==> src/rtl/seq_u_bam_mult.sv <==
// Iterative unsigned broken-array multiplier: one partial-product row per clock,
// with optional horizontal (H) and vertical (V) cuts selected per operation.
module seq_u_bam_mult #(
   parameter int N = 8,
   parameter int H = 2,
   parameter int V = 11
) (
   input  logic           clk,
   input  logic           rst_n,
   input  logic           in_valid,
   output logic           in_ready,
   input  logic [N-1:0]   a,
   input  logic [N-1:0]   b,
   input  logic           approx,
   output logic           out_valid,
   input  logic           out_ready,
   output logic [2*N-1:0] out,
   output logic           busy
);

   localparam int JW = $clog2(N + 1);

   typedef enum logic [1:0] {
      IDLE = 2'd0,
      BUSY = 2'd1,
      DONE = 2'd2
   } state_t;

   state_t         state_q, state_d;
   logic [N-1:0]   a_q, a_d;
   logic [N-1:0]   b_q, b_d;
   logic           approx_q, approx_d;
   logic [2*N-1:0] acc_q, acc_d;
   logic [JW-1:0]  j_q, j_d;

   logic [JW-1:0]  start_s;
   logic [N-1:0]   rowmask_s;
   logic [N-1:0]   bsel_s;
   logic [2*N-1:0] row_s;

   // State and datapath registers.
   always_ff @(posedge clk or negedge rst_n) begin
      if (!rst_n) begin
         state_q  <= IDLE;
         a_q      <= '0;
         b_q      <= '0;
         approx_q <= 1'b0;
         acc_q    <= '0;
         j_q      <= '0;
      end else begin
         state_q  <= state_d;
         a_q      <= a_d;
         b_q      <= b_d;
         approx_q <= approx_d;
         acc_q    <= acc_d;
         j_q      <= j_d;
      end
   end

   // Kept bits of the current row: column i survives unless cut by i+j < V.
   always_comb begin
      start_s = approx ? JW'(H) : '0;
      for (int i = 0; i < N; i++) begin
         rowmask_s[i] = !approx_q || ((i + int'(j_q)) >= V);
      end
      bsel_s = b_q >> j_q;
      if (bsel_s[0]) begin
         row_s = {{N{1'b0}}, a_q & rowmask_s} << j_q;
      end else begin
         row_s = '0;
      end
   end

   // Next-state logic.
   always_comb begin
      state_d = state_q;
      case (state_q)
         IDLE: begin
            if (in_valid) begin
               state_d = (start_s == JW'(N)) ? DONE : BUSY;
            end else begin
               state_d = IDLE;
            end
         end
         BUSY: begin
            if (j_q == JW'(N - 1)) begin
               state_d = DONE;
            end else begin
               state_d = BUSY;
            end
         end
         DONE: begin
            if (out_ready) begin
               state_d = IDLE;
            end else begin
               state_d = DONE;
            end
         end
         default: state_d = IDLE;
      endcase
   end

   // Operand capture and row accumulation; rows with an empty mask still cost a cycle.
   always_comb begin
      a_d      = a_q;
      b_d      = b_q;
      approx_d = approx_q;
      acc_d    = acc_q;
      j_d      = j_q;
      case (state_q)
         IDLE: begin
            if (in_valid) begin
               a_d      = a;
               b_d      = b;
               approx_d = approx;
               acc_d    = '0;
               j_d      = start_s;
            end else begin
               j_d      = j_q;
            end
         end
         BUSY: begin
            acc_d = acc_q + row_s;
            j_d   = j_q + JW'(1);
         end
         DONE: begin
            acc_d = acc_q;
         end
         default: begin
            acc_d = '0;
            j_d   = '0;
         end
      endcase
   end

   // Outputs decoded from state only.
   always_comb begin
      in_ready  = (state_q == IDLE);
      busy      = (state_q == BUSY);
      out_valid = (state_q == DONE);
      out       = acc_q;
   end

endmodule

==> config.mk <==
export PLATFORM = sky130hd
export DESIGN_NAME = seq_u_bam_mult
export DESIGN_NICKNAME = d
export VERILOG_FILES = /design/src/rtl/seq_u_bam_mult.sv
export SDC_FILE = /design/constraint.sdc
export NUM_CORES = 1
export LEC_CHECK = 0
export CORE_ASPECT_RATIO = 1.25
export CORE_MARGIN = 3
export CORE_UTILIZATION = 35
export CTS_CLUSTER_SIZE = 40
export DETAILED_ROUTE_END_ITERATION = 10
export SLEW_MARGIN = 20
export SYNTH_ARGS = -nofsm -noshare
export SYNTH_HDL_FRONTEND = slang
export SYNTH_SLANG_ARGS = --single-unit
==> constraint.sdc <==
create_clock -name clk -period 11.3 [get_ports clk]
set_input_delay 3.39 -clock clk [delete_from_list [all_inputs] [get_ports clk]]
set_output_delay 3.39 -clock clk [all_outputs]
set_load 0.01 [all_outputs]
After elaboration in Yosys (flattened, before gate mapping)
Index checks and enable logic that the tools add are counted.

Bits of input ports: 21. Register bits: 39. Word-level logic and storage cells: 55. Output and inout bits: 19.

Shift operators: 2. Reductions and logical operators: 12. Mux-type cells: 11. Order comparisons: 8. Add/subtract/negate cells: 9. Bitwise logic cells: 2. Equality and inequality tests: 5.

Operators by type and width (count): 16-bit one-hot mux with 3 select lines (1); 5-bit by 4-bit >= comparator with 1-bit output (second input constant) (7); 16-bit 2-to-1 mux (2); 3-bit by 4-bit adder with 5-bit output (first input constant) (4); 16-bit adder (1); 8-bit by 4-bit << shifter with 16-bit output (1); 4-bit one-hot mux with 3 select lines (1); 2-bit by 4-bit adder with 5-bit output (first input constant) (2); 2-bit 2-to-1 mux (5); 8-bit AND (1); 1-bit logical OR (8); 8-bit by 4-bit >> shifter with 1-bit output (1); 2-bit one-hot mux with 3 select lines (1); 1-bit by 4-bit adder with 5-bit output (first input constant) (1); 4-bit by 1-bit adder with 4-bit output (second input constant) (1); 2-bit by 4-bit equality test with 1-bit output (second input constant) (1); 4-bit by 3-bit equality test with 1-bit output (second input constant) (1); 4-bit >= comparator (second input constant) (1); 4-bit 2-to-1 mux (1); 2-bit AND reduction (2); 2-bit by 1-bit equality test with 1-bit output (second input constant) (1); 2-bit equality test (second input constant) (1); 2-bit zero test (1); 2-bit inequality test (second input constant) (1); 2 further kinds (2).

Depth between registers and ports, before layout
Depth in word-level cells: 8. Mapped depth: 18. Gate-level depth less buffers: 15.

Worst setup path after synthesis
OpenSTA, ideal clock, no wires.

Path kind: reg2out. From: register state_q[0]. To: output busy. Buffers on the path: 1. Arrival: 0.896 ns. Path slack: 7.014 ns. Required time: 7.910 ns. Stages on the path, launching flop included: 4. Cell sequence: dfrtp_1 -> nand2_1 -> buf_2 -> clkinv_1.

Cells in the longest elaborated chain, start to end: 1.

RTL lines: start, declared (line 29) `state_t state_q, state_d;`; start signal, assigned (line 51) `state_q <= state_d;`; 2-bit by 1-bit equality test with 1-bit output (line 139) `busy = (state_q == BUSY);`; end, declared (line 18) `output logic busy`.

Every way passes these cells.

Final worst setup path
Same ends and word-level chain as after synthesis.

==> Flow_metrics.wiki <==
{| class="wikitable"
! Metric !! Value
|-
| Series of cell instances along the critical path || nand2_1 -> clkinv_1 -> clkdlybuf4s50_1
|-
| Worst hold path stage count || 1
|-
| Run status || finished, final reports clean
|-
| Post-CTS Setup Bufs || 0
|-
| Cell chosen for the clock root || clkbuf_8
|-
| # H-tree levels || 2
|-
| Clock sink count || 39
|-
| Post-DR vias/cell || 5.45
|-
| Maximum clock path buffer count || 2
|-
| Total length of routed wires || 7890 um
|-
| Reg2reg path depth || 16
|-
| Fill count || 868
|-
| Worst hold path class || flop to flop
|-
| Synth Area per Inst || 9.03 um^2
|-
| Effective utilization at floorplan || 36.8%
|-
| Arrival time at the worst endpoint || 2.33 ns
|-
| Max_slew headroom || 40.8%
|-
| # resized after CTS || 0
|-
| Wire length per cell after detailed routing || 16.0 um
|-
| Post-layout total power || 0.00107 W
|-
| Max-cap violations || 0
|-
| First drt pass iteration count || 4
|-
| Starting DRT DRC Count || 150
|-
| Primary FF master, synth || dfrtp_1
|-
| Register bit total from synthesis || 39
|-
| Layout cells sized above 1 || 10.1%
|-
| Post-route setup TNS || 0 ns
|-
| Max stage delay on crit path || 0.60 ns
|-
| Number of global-route vias before repair || 2661
|-
| Synthesized net count || 394
|-
| Final critical-path share of the clock period || 50.6%
|-
| Die width || 90.2 um
|-
| Global placer's final weighted congestion || 0.930
|-
| Cell types with the largest area share after synthesis || dfrtp_1 32%, ha_1 12%, mux2_2 5.5%
|-
| TritonCTS clock tree || built
|-
| Max Fanout on Critical Path || 20
|-
| Std-Cell Core Area || 8430 um^2
|-
| Routed via count || 2689
|-
| Antenna-violating nets left || 0
|-
| P_leak || 1.56 nW
|-
| Global-route usage over all layers || 15.8%
|-
| Synthesis-to-finish area growth || 18.6%
|-
| Cell accounting for the most synthesized area || dfrtp_1
|-
| Tmin final || 5.72 ns
|-
| Worst IR Drop VDD || 149 uV
|-
| Transition at the pin with the smallest max-transition slack || 0.888 ns
|-
| I/O pin total || 40
|-
| Worst path required time || 7.91 ns
|-
| EDFF count, synth || 0
|-
| Max Transition Viols Final || 0
|-
| Power Dens Cells || 292 nW/um^2
|-
| Total number of yosys warnings || 0
|-
| Congestion Overflow GR || 0
|-
| Clock network latency to the later pin of the worst-skew pair || 0.30 ns
|-
| Count of hold-fix buffers inserted at cts || 0
|-
| Inserted Clock Buffers || 5
|-
| Post-synthesis instance area || 3100 um^2
|-
| DP HPWL || 5880 um
|-
| Unrepaired setup endpoints after global routing || false
|-
| Fraction of post-synthesis cell area in the top cell type by area || 31.5%
|-
| Portion of the post-synthesis area used by sequential elements || 31.5%
|-
| Capturing element type of the critical path || output pin
|-
| F_max || 0.175 GHz
|-
| Number of rows created at floorplan || 37
|-
| Clock slew at reported path FFs || 0.08 ns
|-
| Die Outline Area || 10000 um^2
|-
| Initial antenna violation count || 0
|-
| Final number of setup-violating endpoints || 0
|-
| Maximum number of pins on one net before global-route repair || 40
|-
| Worst slack on hold paths || 0.491 ns
|-
| Unique masters post-synth || 63
|-
| Share of async-settable or async-resettable flops after synthesis || 100%
|-
| Max stage delay cell, worst path || clkdlybuf4s50_1
|-
| Cells after Synth || 343
|-
| Number of inserted diodes || 0
|-
| DRC violations left || 0
|-
| Wire length of the first global-routing pass || 13100 um
|-
| Final net count || 426
|-
| Setup crit start kind || flop
|-
| Worst setup path class || flop to output pin
|-
| Final hold viol count || 0
|-
| Die Y || 111 um
|-
| Max Clock Skew || 0.00828 ns
|-
| Port-buffer cells || 39
|}
-- Yosys cell counts (all sizes together), types with 4 or more instances --
master	n
clkbuf	7
nor2	17
nor2b	5
mux2i	4
xor2	8
inv	18
mux2	15
dfrtp	39
buf	10
nand3	8
a211oi	7
a21oi	20
xnor2	12
nand2	31
ha	29
a22o	4
nor3	8
o21bai	4
o21ai	33
a21o	9
-- critical path, delay by kind of cell (launching register included) --
| kind | cells | cell delay, ns |
|---|---|---|
| buf+inv | 2 | 1.10 |
| simple gates | 1 | 0.49 |
| flops | 1 | 0.44 |
-- cell families (layout without fill, tap and decap cells) --
logic type | after synthesis | in the layout | synth area share (%)
multiplexers | 20 | 20 | 7.47
AO/OA/AOI/OAI | 113 | 113 | 24.9
flip-flops | 39 | 39 | 31.5
adder cells (fa/ha/maj) | 30 | 30 | 12.4
AND/OR/NAND/NOR | 84 | 84 | 12.6
XOR/XNOR | 20 | 20 | 5.65
buffers and inverters | 37 | 70 | 5.45
-- report_power, final --
group / switching, W / internal, W / leakage (nW)
sequential: 0.0000565 / 0.000201 / 0.481
clock: 0.0000559 / 0.0000670 / 0.0587
combinational: 0.000394 / 0.000300 / 1.02
total: 0.000506 / 0.000568 / 1.56
-- stage by stage --
stage	setup WS (ns)	cell area (um^2)	util [%]	instances
detailed placement	5.88	3560	42.2	485
global route	5.41	3670	43.6	493
floorplan	7.01	3100	-	343
finish	5.58	3670	43.6	493
global placement	5.90	3560	42.2	485
CTS	5.55	3670	43.6	493
-- sequential cells by signal, summed over array words and instances, names as in the netlist --
name,cells
out,16
j_q,4
a_q,8
b_q,8
state_q,2
approx_q,1
-- area by class of cell --
type                    instances  area (um^2)  share of cell area, %
clock buffers                   5         68.8                   1.87
clock inverters                 3         47.5                   1.29
inverters                      20         75.1                   2.04
multi-input cells             267         1950                   53.1
flip-flops and latches         39          976                   26.6
well taps                     117          146                   3.98
repair buffers                 42          408                   11.1
-- layer usage --
layer / routed length (um) / track usage (%)
met1: 3600 / 20.0
met2: 4000 / 28.1
met3: 142 / 1.70
met4: 150 / 4.70
met5: 0 / 0
-- layout by cell type (no fill, tap or decap), types with 9 or more instances in the layout --
| cell | count |
|---|---|
| ha_1 | 29 |
| a21o_1 | 9 |
| nor2_1 | 17 |
| a21oi_1 | 18 |
| inv_1 | 17 |
| xnor2_1 | 12 |
| dfrtp_1 | 39 |
| clkdlybuf4s50_1 | 38 |
| nand2_1 | 31 |
| o21ai_0 | 21 |
| o21ai_1 | 11 |
| mux2_2 | 15 |
-- final timing paths --
| path | slack [ns] | start | end |
|---|---|---|---|
| setup / recovery | 5.58 | state_q[0] | busy |
| setup reg to reg | 6.91 | j_q[0] | out[14] |
| hold reg to reg | 0.49 | out[15] | out[15] |
| min in group asynchronous | 3.21 | rst_n | out[2] |
| max in group asynchronous | 7.53 | rst_n | approx_q |
| hold / removal | 0.49 | out[15] | out[15] |
Note: power is estimated with default switching activity, not from simulation.
==> RTL edit 1 (same flow settings) <==
The 3 states of `state_t` get a one-hot encoding in 3 bits.
--- a/src/rtl/seq_u_bam_mult.sv
+++ b/src/rtl/seq_u_bam_mult.sv
@@ -20,10 +20,10 @@
 
    localparam int JW = $clog2(N + 1);
 
-   typedef enum logic [1:0] {
-      IDLE = 2'd0,
-      BUSY = 2'd1,
-      DONE = 2'd2
+   typedef enum logic [2:0] {
+      IDLE = 3'b001,
+      BUSY = 3'b010,
+      DONE = 3'b100
    } state_t;
 
    state_t         state_q, state_d;
Formal check against the unedited RTL: no difference found for any inputs over 4 cycles, from zero or initial values and one cycle with rst_n low; so few cycles prove little.
==> RTL edit 1 against the original RTL <==
- wire length down 7.9%
- via count down 2.7%
- setup slack better by 0.042 ns
- final area down 0.27%
- register-to-register slack better by 0.14 ns
- synthesized area down 0.40%
- power down 29%
- sequential cell count up 1
==> RTL edit 1: results (changes against the original RTL) <==
Critical Path AT=2.28 ns (was 2.33 ns); Synth Warn #=0 (unchanged); Worst VDD drop=0.00009937 V (was 0.0001487 V); sequential area share after synthesis=32.48% (was 31.50%); clk_lat worst skew=0.30 ns (about the same); largest net degree at the start of global routing=41 (was 40); R2R Path Start=j_q[1] (was j_q[0]); clock skew=0.001758 ns (was 0.008279 ns); DP Wirelength=5493 um (was 5880 um); R2R depth=15 (was 16); worst min-delay path class=reg -> reg (unchanged); gr usage total=14.99% (was 15.80%); Worst setup startpoint=state_q[0] (unchanged); dpl ws=5.916 ns (was 5.880 ns); reg-to-reg endpoint=out[15] (was out[14]); syn_nets=402 (was 394); Pre-antenna DRT Iters=4 (unchanged); switch share=44.61% (was 47.13%); post-cts hold buffer count=0 (unchanged); status=completed (unchanged); hold-critical path depth=1 (unchanged); global-route wire length before repair=12400 um (was 13110 um); WL per Instance=14.50 um (was 16.01 um); setup bufs post-CTS=0 (unchanged); P_leak=1.584 nW (was 1.561 nW); Unique masters post-synth=53 (was 63); vias=2617 (was 2689); number of diodes=0 (unchanged); R2R setup slack=7.05 ns (was 6.91 ns); Final WS setup=5.625 ns (was 5.583 ns); Rel. slew slack=39.44% (was 40.77%); CTS resizes=0 (unchanged); CP max stage delay=0.63 ns (was 0.60 ns); nets=436 (was 426); total CTS buffers=5 (unchanged); share of layout cells above drive strength 1=9.896% (was 10.11%); worst-path fanout max=16 (was 20); top-count cell post-synth=nand2_1 (was dfrtp_1); GP Congestion=0.8883 (was 0.9303); Port Buffers=39 (unchanged); Commonest cells post-synth=nand2_1, dfrtp_1, ha_1 (was dfrtp_1, nand2_1, ha_1); DR iter-0 viols=170 (was 150); synth top area cells=dfrtp_1, ha_1, mux2_2, nand2_1, a21oi_1 (was dfrtp_1, ha_1, mux2_2, nand2_1, o21ai_0)
[RTL edit 1: cell count changes in the layout (fill, tap and decap cells not counted), sizes merged, moves of 4 or more]
cell,before,now
inv,19,14
nand2,31,41
nand2b,2,6
nand3,8,13
nor2,17,24
o21ai,33,38
xnor2,12,7
[RTL edit 1: how the worst min path moves through the flow]
stage               startpoint  endpoint  slack [ns]
finish                  b_q[6]    b_q[6]        0.51
global route            b_q[4]    b_q[4]        0.54
CTS                     b_q[6]    b_q[6]        0.51
detailed placement      b_q[6]    b_q[6]        0.49
global placement        b_q[6]    b_q[6]        0.49
floorplan               b_q[6]    b_q[6]        0.48
[RTL edit 1: cell type report]
class	instances	area [sq um]
multi-input cells	281	1966
flip-flops and latches	40	1002
clock buffers	6	82.58
clock inverters	2	15.01
fillers	884	4761
inverters	14	52.55
repair buffers	41	400.4
well taps	117	146.4
[RTL edit 1: logic make-up (layout without fill, tap and decap cells)]
logic type               after synthesis  in the layout  synth area share, %
AO/OA/AOI/OAI                        108            108                23.12
XOR/XNOR                              16             16                4.542
adder cells (fa/ha/maj)               32             32                13.22
buffers and inverters                 28             63                3.853
flip-flops                            40             40                32.48
multiplexers                          19             19                7.178
AND/OR/NAND/NOR                      106            106                15.61
[RTL edit 1: routing by layer]
metal | track usage [%] | vias up | part of all wire (%)
li1 | - | 1326 | -
met1 | 17.61 | 1244 | 44
met2 | 27.51 | 35 | 52
met3 | 2.240 | 12 | 2.4
met4 | 5.312 | 0 | 2.1
met5 | 0 | - | 0
[RTL edit 1: power by group through the flow]
stage	Sequential, mW	Clock, mW	Combinational (mW)
CTS	0.224	0.108	0.441
floorplan	0.219	0	0.334
detailed placement	0.227	0	0.439
finish	0.224	0.104	0.440
global route	0.230	0.112	0.494
global placement	0.226	0	0.433
[RTL edit 1: worst register-to-register path, stage by stage (launching register included)]
cell and delay, ns:
dfrtp_1 0.33, buf_4 0.28, ha_1 0.38, xor2_1 0.26
a211oi_1 0.11, o21ai_1 0.14, a32oi_1 0.12, a2111oi_1 0.73
ha_1 0.40, a211oi_2 0.22, or2_2 0.17, o21ai_2 0.10
o41ai_4 0.40, o2111a_1 0.27, mux2i_1 0.20, nand2_1 0.07
[RTL edit 1: per-stage QoR]
| step | power (mW) | std cells | area [sq um] |
|---|---|---|---|
| 2_1_floorplan | 0.5531 | 349 | 3085 |
| 3_3_place_gp | 0.6589 | 493 | 3566 |
| 3_5_place_dp | 0.6667 | 493 | 3566 |
| 4_1_cts | 0.7729 | 501 | 3664 |
| 5_1_grt | 0.8361 | 501 | 3665 |
| 6_report | 0.7673 | 501 | 3665 |
==> RTL edit 2 (config.mk and constraints unchanged) <==
Without the edit above. `N`: 8 -> 4.
--- a/src/rtl/seq_u_bam_mult.sv
+++ b/src/rtl/seq_u_bam_mult.sv
@@ -1,7 +1,7 @@
 // Iterative unsigned broken-array multiplier: one partial-product row per clock,
 // with optional horizontal (H) and vertical (V) cuts selected per operation.
 module seq_u_bam_mult #(
-   parameter int N = 8,
+   parameter int N = 4,
    parameter int H = 2,
    parameter int V = 11
 ) (
Ports: changed (resized a, b and out); port bits go from 40 to 24. The function was not compared with the original's and may differ.
==> RTL edit 2 against the original RTL <==
- count of clock-buffer cells in the layout shrank 2
- maximum frequency up 8.0%
- final area shrank 53%
- sequential cell count is 17 lower
- utilization up 1.3 points
- largest power group unchanged
- synthesized cell count is 59% lower
- wire length decreased by 62%
- synthesized area decreased by 54%
- highest routed layer unchanged
- setup slack improved by 0.43 ns
- sequential share of layout area grew 5.0 points
- power down 59%
==> RTL edit 2: results (changes against the original RTL) <==
DP Wirelength=2295 um (was 5880 um); Met1 Wirelength=1306 um (was 3599 um); worst-path fanout max=11 (was 20); Non-CTS buffers=23 (was 42); Rel. slew slack=40.04% (was 40.77%); Reg area=550.5 sq um (was 975.9 sq um); syn_nets=168 (was 394); CP max stage delay=0.58 ns (was 0.60 ns); area of the multi-input gates=828.3 sq um (was 1953 sq um); vias=1125 (was 2689); share of layout cells above drive strength 1=9.938% (was 10.11%); Hold EP=out[6] (was out[15]); worst min-delay path startpoint=out[6] (was out[15]); R2R setup slack=8.41 ns (was 6.91 ns); Worst VDD drop=0.00007842 V (was 0.0001487 V); Post-Route WL=3016 um (was 7894 um); M3 GR Usage=1.737% (was 1.697%); Critical Path AT=1.90 ns (was 2.33 ns); TritonCTS Sinks=22 (was 39); ClkCell Share=2.369% (was 3.167%); Syn Area/Cell=10.34 sq um (was 9.032 sq um); Port Buffers=23 (was 39); WL per Instance=14.03 um (was 16.01 um); GP Congestion=0.8709 (was 0.9303); max FFs per register=8 (was 16); Fillers=382 (was 868); P_leak=0.7636 nW (was 1.561 nW); H-tree depth=1 (was 2); Non-clock inverters=8 (was 20); sequential area share after synthesis=38.29% (was 31.50%); clk_lat worst skew=0.26 ns (was 0.30 ns); dpl cell area=1707 sq um (was 3558 sq um); Finished Core Util=44.94% (was 43.61%); worst hold slack=0.5195 ns (was 0.4905 ns); DR iter-0 viols=37 (was 150); Unique masters post-synth=34 (was 63); reg-to-reg endpoint=out[7] (was out[14]); Commonest cells post-synth=dfrtp_1, ha_1, nand2_1 (was dfrtp_1, nand2_1, ha_1); met1 usage=14.69% (was 20.03%); synth top area cells=dfrtp_1, ha_1, mux2_4, o21ai_0, nand2_1 (was dfrtp_1, ha_1, mux2_2, nand2_1, o21ai_0); total CTS buffers=3 (was 5); dpl cells=212 (was 485); dpl ws=6.346 ns (was 5.880 ns); status=completed (unchanged); Non-Clock Buffer Area Fraction=12.92% (was 11.10%); DR WL met2=1543 um (was 4001 um); net switching power=180.2 uW (was 506.4 uW); met2 track demand over resource=24.14% (was 28.12%); nets=192 (was 426); largest net degree at the start of global routing=23 (was 40); total core area=3879 sq um (was 8426 sq um); comb_multi_in=105 (was 267)
[RTL edit 2: power by group through the flow]
stage          clock (mW)  combinational [mW]  sequential, mW
2_1_floorplan           0               0.175           0.148
4_1_cts            0.0497               0.240           0.156
3_3_place_gp            0               0.232           0.155
3_5_place_dp            0               0.239           0.156
6_report           0.0484               0.239           0.155
5_1_grt            0.0523               0.266           0.163
[RTL edit 2: worst max-delay path by stage]
stage	slack, ns	end	cells past startpoint	startpoint
after floorplan	7.07	busy	3	state_q[1]
final	6.01	busy	3	state_q[1]
after CTS	6.03	busy	3	state_q[1]
after global routing	5.91	busy	3	state_q[1]
after global placement	6.36	busy	3	state_q[1]
after detailed placement	6.35	busy	3	state_q[1]
[RTL edit 2: kinds of logic after synthesis]
family                     Yosys count  synth area share [%]
and+or+nand+nor                     37                 12.10
buffers and inverters               12                 4.091
AOI/OAI and AO/OA                   35                 15.67
DFF                                 22                 38.29
adders and majority gates           16                 14.45
xor gates and xnor gates             5                 3.046
muxes                               12                 12.36
